File: config.mk
export PLATFORM = sky130hd
export DESIGN_NAME = stat_update_scheduler_flat
export DESIGN_NICKNAME = d
export VERILOG_FILES = /design/src/rtl/stat_update_scheduler_if.sv /design/src/rtl/stat_update_scheduler.sv /design/src/flat_wrapper.sv
export SDC_FILE = /design/constraint.sdc
export NUM_CORES = 1
export LEC_CHECK = 0
export ABC_AREA = 1
export CAP_MARGIN = 20
export CORE_UTILIZATION = 30
export CTS_CLUSTER_DIAMETER = 30
export DETAILED_ROUTE_END_ITERATION = 6
export PLACE_DENSITY = 0.48
export REMOVE_ABC_BUFFERS = 1
export SLEW_MARGIN = 10
export SYNTH_ARGS = -nofsm -noshare
export SYNTH_HDL_FRONTEND = slang
export SYNTH_SLANG_ARGS = --single-unit
File: constraint.sdc
create_clock -name clk -period 5 [get_ports clk]
set_input_delay 1 -clock clk [delete_from_list [all_inputs] [get_ports clk]]
set_output_delay 1 -clock clk [all_outputs]
set_load 0.02 [all_outputs]
File: src/rtl/stat_update_scheduler_if.sv
// Update channel from the scheduler into the pet stats datapath.
// Valid/ready handshake; the payload is a target stat, a direction and a magnitude.
interface stat_update_scheduler_if;
  logic       upd_valid;
  logic       upd_ready;
  logic [2:0] upd_stat;
  logic       upd_inc;
  logic [3:0] upd_amt;

  modport master (output upd_valid, upd_stat, upd_inc, upd_amt, input upd_ready);
  modport slave  (input upd_valid, upd_stat, upd_inc, upd_amt, output upd_ready);
endinterface

File: src/rtl/stat_update_scheduler.sv
// Decay tick generation, button-to-request conversion and arbitration onto one update channel.
// Optional STAT_SCHED_DROPCNT_EN: count cooldown-dropped presses and merged ticks on drop_cnt_o.
//
// state   | meaning
// S_IDLE  | no job; picks pending decay first, then the highest-priority pending action
// S_DECAY | walks stats 0..4, subtracting DECAY_STEP from each
// S_ACT   | presents one action payload, then loads the cooldown
module stat_update_scheduler #(
  parameter logic [23:0] MAX_COUNT  = 24'd10_000_000,
  parameter logic [3:0]  COOLDOWN   = 4'd2,
  parameter logic [3:0]  DECAY_STEP = 4'd1
) (
  input  logic                           clk,
  input  logic                           reset,
  input  logic [4:0]                     act_req_i,
  stat_update_scheduler_if.master        upd,
  output logic                           tick_o,
  output logic                           busy_o,
  output logic [7:0]                     drop_cnt_o
);

  localparam int FEED  = 0;
  localparam int PLAY  = 1;
  localparam int CLEAN = 2;
  localparam int SLEEP = 3;
  localparam int HEAL  = 4;

  typedef enum logic [1:0] {S_IDLE, S_DECAY, S_ACT} state_t;

  state_t      state_q, state_d;
  logic [2:0]  idx_q, idx_d;
  logic        valid_q, valid_d;
  logic [2:0]  stat_q, stat_d;
  logic        inc_q, inc_d;
  logic [3:0]  amt_q, amt_d;

  logic [23:0] cnt_q;
  logic        decay_pend_q;
  logic [4:0]  act_pend_q;
  logic [4:0]  act_req_q;
  logic [3:0]  cool_q;

  logic [4:0]  req_edge;
  logic [4:0]  pick;
  logic [4:0]  take_mask;
  logic        take_decay;
  logic        act_done;
  logic        xfer;

  assign tick_o   = (cnt_q == MAX_COUNT - 24'd1);
  assign req_edge = act_req_i & ~act_req_q;
  assign xfer     = valid_q & upd.upd_ready;
  assign busy_o   = (state_q != S_IDLE);

  assign upd.upd_valid = valid_q;
  assign upd.upd_stat  = stat_q;
  assign upd.upd_inc   = inc_q;
  assign upd.upd_amt   = amt_q;

  // Fixed action priority: heal > feed > sleep > clean > play.
  always_comb begin
    pick = '0;
    if (act_pend_q[HEAL])       pick[HEAL]  = 1'b1;
    else if (act_pend_q[FEED])  pick[FEED]  = 1'b1;
    else if (act_pend_q[SLEEP]) pick[SLEEP] = 1'b1;
    else if (act_pend_q[CLEAN]) pick[CLEAN] = 1'b1;
    else if (act_pend_q[PLAY])  pick[PLAY]  = 1'b1;
  end

  always_ff @(posedge clk) begin
    if (reset) begin
      state_q <= S_IDLE;
      idx_q   <= '0;
      valid_q <= 1'b0;
      stat_q  <= '0;
      inc_q   <= 1'b0;
      amt_q   <= '0;
    end else begin
      state_q <= state_d;
      idx_q   <= idx_d;
      valid_q <= valid_d;
      stat_q  <= stat_d;
      inc_q   <= inc_d;
      amt_q   <= amt_d;
    end
  end

  always_comb begin
    state_d    = state_q;
    idx_d      = idx_q;
    take_decay = 1'b0;
    take_mask  = '0;
    act_done   = 1'b0;
    case (state_q)
      S_IDLE: begin
        if (decay_pend_q) begin
          state_d    = S_DECAY;
          idx_d      = '0;
          take_decay = 1'b1;
        end else if (|act_pend_q) begin
          state_d   = S_ACT;
          take_mask = pick;
        end
      end
      S_DECAY: begin
        if (xfer) begin
          if (idx_q == 3'd4) state_d = S_IDLE;
          else               idx_d   = idx_q + 3'd1;
        end
      end
      S_ACT: begin
        if (xfer) begin
          state_d  = S_IDLE;
          act_done = 1'b1;
        end
      end
      default: state_d = S_IDLE;
    endcase
  end

  always_comb begin
    valid_d = valid_q;
    stat_d  = stat_q;
    inc_d   = inc_q;
    amt_d   = amt_q;
    if (take_decay) begin
      valid_d = 1'b1;
      stat_d  = 3'd0;
      inc_d   = 1'b0;
      amt_d   = DECAY_STEP;
    end else if (|take_mask) begin
      valid_d = 1'b1;
      inc_d   = 1'b1;
      if (take_mask[HEAL])       begin stat_d = 3'd2; amt_d = 4'd2; end
      else if (take_mask[FEED])  begin stat_d = 3'd0; amt_d = 4'd4; end
      else if (take_mask[SLEEP]) begin stat_d = 3'd4; amt_d = 4'd4; end
      else if (take_mask[CLEAN]) begin stat_d = 3'd3; amt_d = 4'd4; end
      else                       begin stat_d = 3'd1; amt_d = 4'd3; end
    end else if (state_d == S_IDLE) begin
      valid_d = 1'b0;
      stat_d  = '0;
      inc_d   = 1'b0;
      amt_d   = '0;
    end else if (state_q == S_DECAY) begin
      stat_d = idx_d;
    end
  end

  // Capture runs regardless of FSM state; cooldown load wins over a same-cycle tick.
  always_ff @(posedge clk) begin
    if (reset) begin
      cnt_q        <= '0;
      decay_pend_q <= 1'b0;
      act_pend_q   <= '0;
      act_req_q    <= '0;
      cool_q       <= '0;
    end else begin
      cnt_q        <= tick_o ? 24'd0 : cnt_q + 24'd1;
      act_req_q    <= act_req_i;
      decay_pend_q <= (decay_pend_q & ~take_decay) | tick_o;
      act_pend_q   <= (act_pend_q & ~take_mask) | ((cool_q == 4'd0) ? req_edge : 5'd0);
      if (act_done)                      cool_q <= COOLDOWN;
      else if (tick_o && cool_q != 4'd0) cool_q <= cool_q - 4'd1;
    end
  end

`ifdef STAT_SCHED_DROPCNT_EN
  logic [7:0] drop_cnt_q;
  logic [2:0] drops;
  logic [8:0] drop_sum;

  always_comb begin
    drops = {2'b00, tick_o & decay_pend_q & ~take_decay};
    if (cool_q != 4'd0) begin
      for (int i = 0; i < 5; i++) drops = drops + {2'b00, req_edge[i]};
    end
    drop_sum = {1'b0, drop_cnt_q} + {6'd0, drops};
  end

  always_ff @(posedge clk) begin
    if (reset)             drop_cnt_q <= '0;
    else if (drop_sum[8])  drop_cnt_q <= 8'd255;
    else                   drop_cnt_q <= drop_sum[7:0];
  end

  assign drop_cnt_o = drop_cnt_q;
`else
  assign drop_cnt_o = 8'd0;
`endif

endmodule

File: src/flat_wrapper.sv
// flat-port wrapper written by rule: the top's interface ports become plain ports
module stat_update_scheduler_flat 
#(
  parameter logic [23:0] MAX_COUNT  = 24'd10_000_000,
  parameter logic [3:0]  COOLDOWN   = 4'd2,
  parameter logic [3:0]  DECAY_STEP = 4'd1
)
  (clk, reset, act_req_i, tick_o, busy_o, drop_cnt_o, upd_upd_valid, upd_upd_stat, upd_upd_inc, upd_upd_amt, upd_upd_ready);
  stat_update_scheduler_if upd_i ();
  input  logic clk;
  input  logic reset;
  input  logic [4:0] act_req_i;
  output logic tick_o;
  output logic busy_o;
  output logic [7:0] drop_cnt_o;
  output wire logic [$bits(upd_i.upd_valid)-1:0] upd_upd_valid;
  output wire logic [$bits(upd_i.upd_stat)-1:0] upd_upd_stat;
  output wire logic [$bits(upd_i.upd_inc)-1:0] upd_upd_inc;
  output wire logic [$bits(upd_i.upd_amt)-1:0] upd_upd_amt;
  input wire logic [$bits(upd_i.upd_ready)-1:0] upd_upd_ready;
  assign upd_upd_valid = upd_i.upd_valid;
  assign upd_upd_stat = upd_i.upd_stat;
  assign upd_upd_inc = upd_i.upd_inc;
  assign upd_upd_amt = upd_i.upd_amt;
  assign upd_i.upd_ready = upd_upd_ready;
  stat_update_scheduler #(.MAX_COUNT(MAX_COUNT), .COOLDOWN(COOLDOWN), .DECAY_STEP(DECAY_STEP)) u_core (.clk(clk), .reset(reset), .act_req_i(act_req_i), .upd(upd_i), .tick_o(tick_o), .busy_o(busy_o), .drop_cnt_o(drop_cnt_o));
endmodule
=== Word-level counts from Yosys, hierarchy flattened ===
Cells that the tools add are included.

* Register bits after elaboration: 53
* Output and inout port bits: 19
* Word-level logic and storage cells: 90

* $add $sub $neg: 3
* Equality and inequality tests: 4
* Reductions and logical operators: 15
* Bitwise logic cells: 9
* Muxes and demuxes: 46

{| class="wikitable"
|+ Operators by type and width
! operator !! count
|-
| $mux 3 || 11
|-
| $add 24x1->24 const B || 1
|-
| $eq 24x24->1 const B || 1
|-
| $mux 4 || 6
|-
| $mux 5 || 4
|-
| $mux 2 || 9
|-
| $mux 1 || 14
|-
| $and 5x5->5 || 2
|-
| $not 5->5 || 2
|-
| $reduce_or 5->1 || 2
|-
| $pmux 2 s3 || 1
|-
| $pmux 3 s2 || 1
|-
| $reduce_bool 2->1 || 3
|-
| $reduce_bool 3->1 || 2
|-
| $reduce_or 2->1 || 3
|-
| $or 5x5->5 || 1
|-
| $logic_not 2->1 || 2
|-
| $logic_not 4->1 || 1
|-
| $reduce_bool 4->1 || 1
|-
| $sub 4x1->4 const B || 1
|-
| $add 3x1->3 const B || 1
|-
| $eq 3x3->1 const B || 1
|-
| $and 1x1->1 || 2
|-
| $eq 2x1->1 const B || 1
|-
| 4 further kinds || 4
|}

=== Logic depth before layout (Yosys ltp) ===
Gate-level depths: netlist of the first run.

* Depth after elaboration: 14
* Depth in mapped cells: 11
* Mapped depth without buffers: 11

=== Least setup slack after synthesis of the first run ===
No wires, ideal clock.

* Path type: register -> output
* Start point: register u_core.cnt_q[0]
* End point: output tick_o
* Setup slack: 2.615 ns
* Arrival: 1.385 ns
* Path buffers: 0
* Data required time: 4.000 ns
* Stages on the path, launching flop included: 7
* Cell sequence: dfxtp_1 ha_1 nand2_2 nor2_8 nand2_4 nor2_2 and2_1

* Word-level cells in the longest chain between the ends: 1

{| class="wikitable"
|+ Ends and longest elaborated chain
! what !! RTL line !! source
|-
| start, declared || stat_update_scheduler.sv:37 || <nowiki>logic [23:0] cnt_q;</nowiki>
|-
| start signal, assigned || stat_update_scheduler.sv:158 || <nowiki>cnt_q <= tick_o ? 24'd0 : cnt_q + 24'd1;</nowiki>
|-
| $eq 24x24->1 || stat_update_scheduler.sv:50 || <nowiki>assign tick_o = (cnt_q == MAX_COUNT - 24'd1);</nowiki>
|-
| end, declared || flat_wrapper.sv:13 || <nowiki>output logic tick_o;</nowiki>
|}

No other way between the ends.

=== Worst setup path in the final report of the first run ===
Ends and elaborated chain as after synthesis.

==> summary.txt, run 1 <==
status - finished, final reports clean
Max Slew Vio Count - 0
CP Cell Sequence - ha_1 > nand2_2 > nor2_8 > nand2_4 > nor2_2 > and2_1 > clkdlybuf4s50_1
CP endpoint kind - output pin
Buf/Inv on CP - 1
Worst path max stage delay - 0.61 ns
grt ovf - 0
worst setup path class - reg -> out
core footprint - 9240 sq um
Int Pwr - 0.636 mW
Top Family by Delay on Critical Path - simple AND/OR/NAND/NOR gates
combinational power share - 15.6%
Total GRT Usage - 14.0%
largest net degree at the start of global routing - 25
power per cell area - 275 nW/um^2
number of max-cap violations - 0
Sinks on Clock Net - 52
DRT Pass-1 Iters - 4
Period Utilization, post-route - 67.6%
CTS Hold Bufs - 0
DPL Wire Length - 4870 um
Worst VDD drop - 0.000133 V
syn_area_per_cell - 7.19 sq um
Worst setup SP type - flop
required time of the critical path - 4.00 ns
post-route ant nets - 0
CTS resizes - 0
Clk pwr share - 33.5%
CTS root buffer - clkbuf_8
Arrival @ worst endpoint - 2.38 ns
Max clock buf depth - 2
via/cell ratio - 4.47
IO Pins - 27
crit path time final - 3.38 ns
Skew-Pair Late Insertion Delay - 0.31 ns
clock slew at reported path FFs - 0.10 ns
area of the mapped netlist - 2850 sq um
routed len/inst - 11.5 um
Layout fillers - 1024
hold path startpoint - u_core.act_req_q[2]
#FFs+latches synth - 52
final worst setup slack - 1.62 ns
antenna violations before repair - 0
initial core utilization - 30.8%
IO buf count - 17
post-CTS setup buffer count - 0
Worst Hold Endpoint - u_core.act_pend_q[2]
Die X - 99.5 um
register area share after synthesis - 36.5%
WL final - 6260 um
Max H-tree Level - 2
reg2reg end - u_core.cnt_q[6]
r2r startpoint - u_core.cnt_q[0]
Peak Freq - 296 MHz
r2r worst-path depth - 8
HP Class - reg -> reg
vias in the first global route - 2307
FP Rows - 35
number of remaining DRC errors - 0
Pleak - 1.23 nW
RSZ-0062 raised after global routing - false
CTS tree - yes
setup TNS - 0 ns
WHS Path Cells - 1
via count - 2430
Min Hold Slack - 0.402 ns
first-pass GRT wire length - 10900 um
Detailed Route Iter0 Violations - 105
Yosys warning total - 0
die area - 9890 sq um
Final Power - 0.880 mW
Ant. Diodes - 0
gpl congestion - 0.942
final hold violations - 0
worst slack, placed - 1.97 ns
Worst Skew - 0.0103 ns
Final Setup Violations - 0
sw power - 0.244 mW
layout overhead on the synthesized area - 12.4%
Worst R2R Setup Slack - 3.15 ns
CP max FO - 7
Yosys cell types - 35
Critical-path top delay cell - clkdlybuf4s50_1
chip height - 99.5 um
Syn Inst Count - 396
layout cells sized above 1 - 10.8%
Seq pwr share - 51.0%
number of buffers created by CTS - 5
Layout Nets - 426
Switching Share - 27.7%
## stage by stage
step / instance area [sq um] / util, % / instances
final: 3200 / 34.7 / 544
after global routing: 3200 / 34.7 / 544
after CTS: 3200 / 34.7 / 544
after detailed placement: 3090 / 33.5 / 536
after global placement: 3090 / 33.5 / 536
after floorplan: 2760 / - / 390
## power by group through the flow
stage               sequential (mW)  clock [mW]  combinational [mW]
floorplan                     0.470           0              0.0771
global placement              0.458           0               0.138
detailed placement            0.458           0               0.138
CTS                           0.449       0.309               0.139
global route                  0.452       0.327               0.154
finish                        0.449       0.295               0.137
## synth_stat cells (all sizes together)
cell type	count	area (sq um)
nand2	90	377
inv	56	210
nor2	53	248
dfxtp	52	1040
nand3	33	165
a21oi	31	204
nand4	17	121
nor3	13	86.3
buf	11	108
o21ai	8	40.0
nand3b	5	37.5
ha	4	50.1
o31ai	4	30.0
xnor2	4	35.0
xor2	4	35.0
clkbuf	3	11.3
or2	2	12.5
a21boi	1	7.51
and2	1	6.26
and3	1	6.26
conb	1	3.75
nor3b	1	7.51
or3	1	6.26
## final cells by class
class	count	area, sq um	share of cell area, %
Timing Repair Buffer	17	170	5.31
Multi-Input combinational cell	282	1510	47.1
Clock inverter	3	42.5	1.33
Inverter	56	210	6.56
Tap cell	129	161	5.04
Clock buffer	5	68.8	2.15
Sequential cell	52	1040	32.5
## routing by layer
layer | share of wire, % | global-route usage (%) | up-vias
met5 | 0 | 0 | -
met4 | 1.6 | 4.75 | 0
met3 | 2.7 | 3.44 | 8
met2 | 46 | 22.3 | 32
met1 | 50 | 18.5 | 1097
li1 | - | - | 1293
## how the worst max path moves through the flow
| stage | from | end | slack [ns] | cells past startpoint |
|---|---|---|---|---|
| floorplan | u_core.cnt_q[0] | tick_o | 2.61 | 6 |
| global placement | u_core.cnt_q[0] | tick_o | 2.00 | 7 |
| detailed placement | u_core.cnt_q[0] | tick_o | 1.97 | 7 |
| CTS | u_core.cnt_q[0] | tick_o | 1.60 | 7 |
| global route | u_core.cnt_q[0] | tick_o | 1.45 | 7 |
| finish | u_core.cnt_q[0] | tick_o | 1.62 | 7 |
## logic make-up (layout without fill, tap and decap cells)
| kind of cell | Yosys count | count (layout) | share of synthesized area, % |
|---|---|---|---|
| AO/OA/AOI/OAI | 44 | 44 | 9.88 |
| XOR/XNOR | 8 | 8 | 2.46 |
| adder cells (fa/ha/maj) | 4 | 4 | 1.76 |
| buffers and inverters | 70 | 81 | 11.6 |
| flip-flops | 52 | 52 | 36.5 |
| other | 1 | 9 | 0.132 |
| AND/OR/NAND/NOR | 217 | 217 | 37.7 |
## state kept, by name, summed over array words and instances, names as in the netlist, 2 cells and up
register / flops
u_core.cnt_q: 24
u_core.act_pend_q: 5
u_core.cool_q: 4
u_core.state_q: 2
u_core.idx_q: 3
u_core.act_req_q: 5
u_core.upd.upd_amt: 3
u_core.upd.upd_stat: 3
## layout by cell type (no fill, tap or decap), drive strengths merged, types with 2 or more instances in the layout
master | Yosys | layout
ha | 4 | 4
a21oi | 31 | 31
xor2 | 4 | 4
clkdlybuf4s50 | 0 | 17
or2 | 2 | 2
nor2 | 53 | 53
nand2 | 90 | 90
dfxtp | 52 | 52
nand4 | 17 | 17
xnor2 | 4 | 4
inv | 56 | 56
clkbuf | 3 | 5
o21ai | 8 | 8
nor3 | 13 | 13
nand3b | 5 | 5
o31ai | 4 | 4
conb | 1 | 9
nand3 | 33 | 33
(Power assumes the default switching activity.)
==> run 2: changes to the inputs <==
==> constraint.sdc (replaced) <==
create_clock -name clk -period 3.3 [get_ports clk]
set_input_delay 0.66 -clock clk [delete_from_list [all_inputs] [get_ports clk]]
set_output_delay 0.66 -clock clk [all_outputs]
set_load 0.02 [all_outputs]
==> summary.txt, run 2 (synthesis results as in run 1) <==
status - finished, final reports clean
crit path time final - 3.05 ns
via/cell ratio - 4.55
IO Pins - 27
WL final - 6380 um
antenna violations before repair - 0
power per cell area - 426 nW/um^2
Worst path max stage delay - 0.60 ns
Layout Nets - 427
worst setup path class - reg -> out
Pleak - 1.25 nW
first-pass GRT wire length - 10800 um
Final Setup Violations - 0
Detailed Route Iter0 Violations - 60
Worst Skew - 0.00843 ns
Layout fillers - 1001
final worst setup slack - 0.245 ns
Worst VDD drop - 0.000158 V
CP max FO - 7
required time of the critical path - 2.64 ns
Peak Freq - 327 MHz
max reg flops - 24
chip height - 99.5 um
CP Cell Sequence - ha_1 > nand2_2 > nor2_8 > nand2_4 > nor2_2 > and2_1 > clkdlybuf4s50_1
commonest non-fill, non-tap cell in the layout - nand2_1
Sinks on Clock Net - 52
Clk pwr share - 35.3%
number of buffers created by CTS - 5
Top Family by Delay on Critical Path - simple AND/OR/NAND/NOR gates
Int Pwr - 1.01 mW
CTS Hold Bufs - 0
combinational power share - 15.2%
CTS root buffer - clkbuf_8
Largest regs - u_core.cnt_q: 24 flops, u_core.act_pend_q: 5 flops, u_core.act_req_q: 5 flops
grt ovf - 0
Total GRT Usage - 13.7%
largest reg by FF count - u_core.cnt_q
Die X - 99.5 um
Max clock buf depth - 2
Ant. Diodes - 0
Arrival @ worst endpoint - 2.39 ns
core footprint - 9240 sq um
CTS tree - yes
FP Rows - 35
Seq pwr share - 49.5%
largest net degree at the start of global routing - 25
IO buf count - 17
number of max-cap violations - 0
post-CTS setup buffer count - 0
routed len/inst - 11.7 um
via count - 2481
Max Slew Vio Count - 0
Skew-Pair Late Insertion Delay - 0.31 ns
clock slew at reported path FFs - 0.10 ns
most frequent cells in the layout - nand2_1 (84), inv_1 (54), dfxtp_1 (52)
layout overhead on the synthesized area - 13.2%
DPL Wire Length - 4900 um
Worst setup SP type - flop
worst slack, placed - 0.584 ns
vias in the first global route - 2356
RSZ-0062 raised after global routing - false
final hold violations - 0
CP endpoint kind - output pin
layout cells sized above 1 - 11.1%
Switching Share - 26.7%
setup TNS - 0 ns
sw power - 0.367 mW
Critical-path top delay cell - clkdlybuf4s50_1
Max H-tree Level - 2
DRT Pass-1 Iters - 4
gpl congestion - 0.920
Period Utilization, post-route - 92.6%
Buf/Inv on CP - 1
HP Class - reg -> reg
initial core utilization - 30.8%
die area - 9890 sq um
post-route ant nets - 0
CTS resizes - 0
number of remaining DRC errors - 0
## run 2: cell types whose count changed in the layout (fill, tap and decap cells not counted)
cell / change
clkbuf_8: +2
buf_4: +1
clkinv_2: -1
clkinvlp_4: -1
## run 2: cell type report
class	instances	area (sq um)	area share, %
Multi-Input combinational cell	282	1510	46.8
Sequential cell	52	1040	32.3
Inverter	56	210	6.52
Timing Repair Buffer	18	178	5.51
Tap cell	129	161	5.00
Clock buffer	7	96.3	2.99
Clock inverter	1	30.0	0.931
## run 2: final timing paths
check	end	cells past startpoint	slack (ns)	startpoint
setup / recovery	tick_o	7	0.25	u_core.cnt_q[0]
hold / removal	u_core.act_pend_q[3]	1	0.41	u_core.act_req_q[3]
setup reg to reg	u_core.cnt_q[2]	8	1.42	u_core.cnt_q[0]
hold reg to reg	u_core.act_pend_q[3]	1	0.41	u_core.act_req_q[3]
## run 2: metrics by stage
| step | cell area [sq um] | power [mW] | utilization, % | hold WS [ns] | cells |
|---|---|---|---|---|---|
| 2_1_floorplan | 2760 | 0.828 | - | 0.395 | 390 |
| 3_3_place_gp | 3100 | 0.905 | 33.5 | 0.398 | 537 |
| 3_5_place_dp | 3100 | 0.905 | 33.5 | 0.400 | 537 |
| 4_1_cts | 3230 | 1.39 | 34.9 | 0.414 | 545 |
| 5_1_grt | 3230 | 1.44 | 34.9 | 0.421 | 545 |
| 6_report | 3230 | 1.37 | 34.9 | 0.412 | 545 |
## run 2: worst reg2reg max path, delay by kind of cell, from the launching register on
| family | cells | cell delay, ns |
|---|---|---|
| adders and majority gates | 1 | 0.31 |
| and+or+nand+nor | 7 | 1.02 |
| DFF | 1 | 0.44 |
## run 2: power by group through the flow
stage / sequential, mW / clock [mW] / combinational (mW)
2_1_floorplan: 0.712 / 0 / 0.117
6_report: 0.681 / 0.485 / 0.209
5_1_grt: 0.685 / 0.519 / 0.234
4_1_cts: 0.681 / 0.501 / 0.211
3_5_place_dp: 0.695 / 0 / 0.210
3_3_place_gp: 0.694 / 0 / 0.210
## run 2: layer usage
layer / part of all wire (%) / GRT usage [%]
met3: 2.8 / 2.39
met2: 47 / 23.8
met1: 49 / 17.4
met4: 1.1 / 4.07
met5: 0 / 0
==> run 3: changes to the inputs <==
--- a/config.mk
+++ b/config.mk
@@ -7,6 +7,7 @@
 export LEC_CHECK = 0
 export ABC_AREA = 1
 export CAP_MARGIN = 20
+export CORE_MARGIN = 2
 export CORE_UTILIZATION = 30
 export CTS_CLUSTER_DIAMETER = 30
 export DETAILED_ROUTE_END_ITERATION = 6
==> summary.txt, run 3 (synthesis results as in run 1) <==
status - finished, final reports clean
commonest non-fill, non-tap cell in the layout - nand2_1
CP max FO - 7
Detailed Route Iter0 Violations - 126
most frequent cells in the layout - nand2_1 (84), inv_1 (54), dfxtp_1 (52)
via/cell ratio - 4.54
chip height - 101 um
required time of the critical path - 2.64 ns
Int Pwr - 1.04 mW
power per cell area - 435 nW/um^2
gpl congestion - 0.875
vias in the first global route - 2417
final hold violations - 0
Max Slew Vio Count - 0
setup TNS - 0 ns
Worst Skew - 0.0114 ns
Period Utilization, post-route - 92.3%
Switching Share - 26.0%
hold path startpoint - u_core.act_req_q[1]
Pleak - 1.25 nW
Clk pwr share - 36.7%
WHS Path Cells - 1
CTS root buffer - clkbuf_8
layout cells sized above 1 - 10.8%
Arrival @ worst endpoint - 2.39 ns
Largest regs - u_core.cnt_q: 24 flops, u_core.act_pend_q: 5 flops, u_core.act_req_q: 5 flops
combinational power share - 14.8%
RSZ-0062 raised after global routing - false
Layout fillers - 1002
Skew-Pair Late Insertion Delay - 0.31 ns
Max clock buf depth - 2
die area - 10300 sq um
DPL Wire Length - 5080 um
Worst R2R Setup Slack - 1.43 ns
DRT Pass-1 Iters - 4
post-layout instance area - 3230 sq um
r2r worst-path depth - 8
CP endpoint kind - output pin
r2r startpoint - u_core.cnt_q[0]
Worst VDD drop - 0.000199 V
layout overhead on the synthesized area - 13.3%
via count - 2470
Max H-tree Level - 2
Peak Freq - 328 MHz
initial core utilization - 30.8%
FP Rows - 35
Layout Nets - 427
antenna violations before repair - 0
HP Class - reg -> reg
placed insts - 537
CTS Hold Bufs - 0
Seq pwr share - 48.5%
crit path time final - 3.05 ns
Worst Hold Endpoint - u_core.act_pend_q[1]
sw power - 0.364 mW
first-pass GRT wire length - 11300 um
routed len/inst - 12.0 um
Total GRT Usage - 13.9%
worst setup path class - reg -> out
largest net degree at the start of global routing - 25
core footprint - 9240 sq um
grt ovf - 0
Layout Cells excl Fill - 544
Final Setup Violations - 0
CTS tree - yes
IO Pins - 27
final worst setup slack - 0.254 ns
CTS resizes - 0
Worst setup SP type - flop
clock slew at reported path FFs - 0.10 ns
largest reg by FF count - u_core.cnt_q
max reg flops - 24
Die X - 101 um
IO buf count - 17
Sinks on Clock Net - 52
number of remaining DRC errors - 0
number of max-cap violations - 0
Final Power - 1.40 mW
WL final - 6500 um
Placed Area - 3100 sq um
worst slack, placed - 0.596 ns
Ant. Diodes - 0
number of buffers created by CTS - 5
post-CTS setup buffer count - 0
post-route ant nets - 0
reg2reg end - u_core.cnt_q[2]
## run 3: changes by cell type in the layout (fill, tap and decap cells not counted)
cell	change
bufinv_16	+1
clkbuf_8	-2
## run 3: worst max-delay path by stage
stage	start	endpoint	cells after the start
4_1_cts	u_core.cnt_q[0]	tick_o	7
3_5_place_dp	u_core.cnt_q[0]	tick_o	7
2_1_floorplan	u_core.cnt_q[0]	tick_o	6
5_1_grt	u_core.cnt_q[0]	tick_o	7
3_3_place_gp	u_core.cnt_q[0]	tick_o	7
6_report	u_core.cnt_q[0]	tick_o	7
## run 3: worst max-delay path: stages (launching register included)
cell             delay [ns]
dfxtp_1                0.45
ha_1                   0.31
nand2_2                0.13
nor2_8                 0.17
nand2_4                0.09
nor2_2                 0.16
and2_1                 0.16
clkdlybuf4s50_1        0.61
## run 3: through the flow
step | hold slack (ns) | util [%]
2_1_floorplan | 0.395 | -
3_3_place_gp | 0.397 | 33.5
3_5_place_dp | 0.407 | 33.5
4_1_cts | 0.418 | 34.9
5_1_grt | 0.431 | 34.9
6_report | 0.415 | 34.9
## run 3: metal layers
metal	up-vias	wire, um	track usage [%]
met5	-	0	0
met4	0	118	4.78
met3	10	158	2.55
met2	39	2850	22.1
met1	1119	3380	18.9
li1	1302	-	-
## run 3: cell type report
type	count	area, sq um	share of cell area [%]
clock buffer	5	68.8	2.13
timing repair buffer	18	178	5.50
inverter	56	210	6.51
clock inverter	2	60.1	1.86
tap	129	161	5.00
multi-input combinational	282	1510	46.7
sequential	52	1040	32.2
## run 3: power groups by stage
stage	Combinational (mW)	Sequential (mW)	Clock, mW
2_1_floorplan	0.117	0.712	0
3_3_place_gp	0.210	0.695	0
3_5_place_dp	0.208	0.696	0
4_1_cts	0.209	0.681	0.537
5_1_grt	0.236	0.685	0.558
6_report	0.207	0.681	0.515
